<file path="config.mk">
export PLATFORM = sky130hd
export DESIGN_NAME = cntr_updn
export DESIGN_NICKNAME = d
export VERILOG_FILES = /design/src/rtl/cntr_updn.sv
export SDC_FILE = /design/constraint.sdc
export NUM_CORES = 1
export LEC_CHECK = 0
export ABC_AREA = 1
export BUFFER_PORTS_ARGS = -buffer_cell sky130_fd_sc_hd__buf_2
export CORE_AREA = 4 4 41 43
export DETAILED_ROUTE_END_ITERATION = 10
export DIE_AREA = 0 0 45 47
export PLACE_DENSITY = 0.51
export SLEW_MARGIN = 20
export SYNTH_ARGS = -nofsm -noshare
export SYNTH_HDL_FRONTEND = slang
export SYNTH_SLANG_ARGS = --single-unit
</file>
<file path="constraint.sdc">
create_clock -name clk -period 1.3 [get_ports clk]
set_input_delay 0 -clock clk [delete_from_list [all_inputs] [get_ports clk]]
set_output_delay 0 -clock clk [all_outputs]
set_load 0.01 [all_outputs]
</file>
<file path="src/rtl/cntr_updn.sv">
// Up/down modulo counter with clear, clamped parallel load, end-of-range decodes and a wrap pulse.
// Latency: q and wrap update one clock after the qualifying edge; at_max/at_min decode q combinationally.
// No backpressure: one action per edge, priority rst > clr > ld > count. Define CNTR_SAT_EN for saturating mode.
module cntr_updn #(
    parameter int W    = 3,
    parameter int MOD  = 2**W,
    parameter int INIT = 0
) (
    input  logic         clk,
    input  logic         rst,
    input  logic         clr,
    input  logic         ld,
    input  logic [W-1:0] d,
    input  logic         c_up,
    input  logic         c_dn,
    output logic [W-1:0] q,
    output logic         at_max,
    output logic         at_min,
    output logic         wrap
);

    localparam logic [W-1:0] MAX_V   = W'(MOD - 1);
    localparam logic [W-1:0] INIT_V  = W'(INIT);
    localparam logic [W-1:0] ONE_V   = W'(1);
    // One extra bit so MOD == 2**W is representable for the load range test.
    localparam logic [W:0]   MOD_EXT = (W+1)'(MOD);

    logic [W-1:0] q_q;
    logic [W-1:0] q_d;
    logic         d_in_range;

    assign d_in_range = ({1'b0, d} < MOD_EXT);

`ifdef CNTR_SAT_EN
    // Next-state: clear, clamped load, or saturating count.
    always_comb begin
        q_d = q_q;
        if (clr) begin
            q_d = INIT_V;
        end else if (ld) begin
            q_d = d_in_range ? d : MAX_V;
        end else if (c_up && !c_dn) begin
            q_d = (q_q == MAX_V) ? MAX_V : (q_q + ONE_V);
        end else if (c_dn && !c_up) begin
            q_d = (q_q == '0) ? '0 : (q_q - ONE_V);
        end
    end

    // Counter register; no wrap state exists in saturating mode.
    always_ff @(posedge clk) begin
        if (rst) begin
            q_q <= INIT_V;
        end else begin
            q_q <= q_d;
        end
    end

    assign wrap = 1'b0;
`else
    logic wrap_q;
    logic wrap_d;

    // Next-state: clear, clamped load, or modulo count with wrap detection.
    always_comb begin
        q_d    = q_q;
        wrap_d = 1'b0;
        if (clr) begin
            q_d = INIT_V;
        end else if (ld) begin
            q_d = d_in_range ? d : MAX_V;
        end else if (c_up && !c_dn) begin
            if (q_q == MAX_V) begin
                q_d    = '0;
                wrap_d = 1'b1;
            end else begin
                q_d = q_q + ONE_V;
            end
        end else if (c_dn && !c_up) begin
            if (q_q == '0) begin
                q_d    = MAX_V;
                wrap_d = 1'b1;
            end else begin
                q_d = q_q - ONE_V;
            end
        end
    end

    // Counter and wrap-pulse registers; wrap lines up with the first wrapped q.
    always_ff @(posedge clk) begin
        if (rst) begin
            q_q    <= INIT_V;
            wrap_q <= 1'b0;
        end else begin
            q_q    <= q_d;
            wrap_q <= wrap_d;
        end
    end

    assign wrap = wrap_q;
`endif

    assign q      = q_q;
    assign at_max = (q_q == MAX_V);
    assign at_min = (q_q == '0);

endmodule

</file>
==> impl_metrics.tcl <==
set metrics [dict create \
    path_buf_inv 2 \
    finalSetupViolations 0 \
    port-buffer-count 14 \
    crit_cells 8 \
    die_x_um 45 \
    worstSkewPairLatency_ps 230 \
    grt_pass1_wl_um 1310 \
    grt_pass1_vias 321 \
    min_period_ps 1230 \
    synth-seq-cells 4 \
    finalHoldViolations 0 \
    dpl-instance-area_um2 424 \
    first_iter_violations 3 \
    dp.cells 80 \
    grt_usage_pct 9.00 \
    clk_path_buf_depth 2 \
    syn_nets 64 \
    syn_area_um2 335 \
    synthCells 51 \
    rows 13 \
    crit_path_top_delay_cell "dfxtp_2" \
    place_congestion 0.689 \
    crit_path_max_fanout 4 \
    crit_start "q[0]" \
    fin_area_um2 459 \
    period_share_pct 94.6 \
    instances_no_fill 84 \
    total_power_w 0.000388 \
    viasPerCell 4.33 \
    rrSetupSlack_ps 70 \
    area_growth_pct 36.9 \
    fin_ws_ps 69.8 \
    reg2reg_from "q[0]" \
    finalMaxSlewViolations 0 \
    first_pass_iters 2 \
    leakagePower_nw 0.250 \
    r2r-end "q[1]" \
    drt-total-wl_um 828 \
    syn_avg_cell_area_um2 6.57 \
    slowest_delay_ps 340 \
    post-cts-setup-buffers 0 \
    slew_headroom_pct 83.5 \
    hpwlAfterDp_um 696 \
    rr_worst_depth 8 \
    drc 0 \
    end_kind "flip-flop" \
    clock_sink_count 4 \
    critPathArrivalTime_ps 1390 \
    crit_family "flip-flops" \
    clkSlewWorstSetupHoldPaths_ps 40 \
    path_class "reg2reg" \
    fmaxAchievable_mhz 813 \
    seq_area_frac_synth_pct 23.9 \
    h-tree-depth 1 \
    ir_worst_vdd_mv 0.407 \
    grt_max_degree 7 \
    endpoint "q[1]" \
    skew_ps 2.21 \
    status "finished clean" \
    drive_above_1_share_pct 36.2 \
    power.density_nw_per_um2 844 \
    root_buffer "clkbuf_4" \
    max-cap-violations 0 \
    hold_slack_ps 51.9 \
    whs_path_depth 4 \
    pre_cts_ws_ps 39.2 \
    vias 364 \
    startpoint_type "flip-flop" \
    min_path_type "in2reg" \
    cts_tree "built" \
    start_util_pct 25.8 \
    die_h_um 47 \
    core_area_um2 1300 \
    wl_per_cell_um 9.86 \
    dieArea_um2 2120 \
    fin_nets 84 \
    ant_nets 0 \
    synth-warning-count 0 \
    antenna_found_initial 0 \
    cp_cell_sequence "inv_1 > ha_1 > inv_1 > nor2_1 > nand2_1 > nand3_1 > nand2_1 > a21oi_1" \
    grt-ovfl-total 0 \
    tightest_slew_ps 247 \
    required_ps 1460 \
    io_pins 15 \
    diodes 0 \
    synth_cell_types 15 \
    numCtsBuffers 3 \
]
cell families (layout without fill, tap and decap cells):
family | count (synthesis) | after routing | share of synthesized area (%)
buf+inv | 8 | 26 | 8.96
fa+ha+maj | 4 | 4 | 14.9
simple gates | 26 | 26 | 36.9
flops | 4 | 4 | 23.9
compound gates | 9 | 9 | 15.3
placed cells by master, fill, tap and decap left out, drive strengths merged, types with 3 or more instances in the layout:
master and instances:
nand3 3, ha 4, a21oi 4, buf 14, or2 3, nand2 13, clkbuf 3, nor2 6
inv 8, o21ai 4, dfxtp 4
stage by stage:
step | utilization (%) | setup TNS, ps
2_1_floorplan | - | 0
5_1_grt | 35.3 | -13.9
3_3_place_gp | 32.6 | 0
6_report | 35.3 | 0
3_5_place_dp | 32.6 | 0
4_1_cts | 35.1 | 0
worst reg2reg max path: cells and delay by family, from the launching register on:
family	cells	cell delay, ps
adder cells (fa/ha/maj)	1	310
buffers and inverters	2	120
AO/OA/AOI/OAI	1	110
flip-flops	1	340
AND/OR/NAND/NOR	4	270
worst min-delay path by stage:
stage / startpoint / to / slack [ps]
3_5_place_dp: ld / wrap / 220
6_report: rst / wrap / 50
2_1_floorplan: ld / wrap / 70
4_1_cts: rst / wrap / 50
3_3_place_gp: ld / wrap / 230
5_1_grt: d[2] / q[2] / 80
final cells by class:
cell class	count	area, µm²
multi-input cells	39	225
well taps	15	18.8
fillers	160	842
clock buffers	3	22.5
repair buffers	15	80.1
flip-flops and latches	4	82.6
inverters	8	30.0
Yosys cell counts:
cell      count  area share, %
o21ai_1       4            6.0
ha_1          4             15
nand2_4       1            3.4
dfxtp_1       4             24
a21oi_1       3            4.5
a21oi_2       1            2.6
or2_1         3            5.6
inv_2         2            2.2
nor2_2        2            3.7
o211ai_1      1            2.2
inv_1         6            6.7
nand2_1      12             13
nor2_1        4            4.5
nand3_1       3            4.5
nand4_1       1            1.9
routing by layer:
layer / wire length [µm] / track usage (%)
met5: 0 / 0
met4: 0 / 0
met3: 80 / 7.66
met2: 382 / 13.0
met1: 365 / 10.9
timing repair:
| action | 4_1_cts | 5_1_grt |
|---|---|---|
| resized for setup | 0 | 2 |
| hold endpoints to repair | 1 | 0 |
| setup endpoints to repair | 0 | 2 |
| hold buffers | 1 | 0 |
flip-flops by register name (all words and copies together), names as in the netlist:
register and count:
q 3, wrap 1
where the power goes:
part	total, W	internal, W	leakage, nW	switching [W]
sequential	0.000137	0.000130	0.0335	0.00000625
clock	0.000148	0.000103	0.0138	0.0000449
combinational	0.000103	0.0000436	0.203	0.0000595
Note: power is estimated with default switching activity, not from simulation.
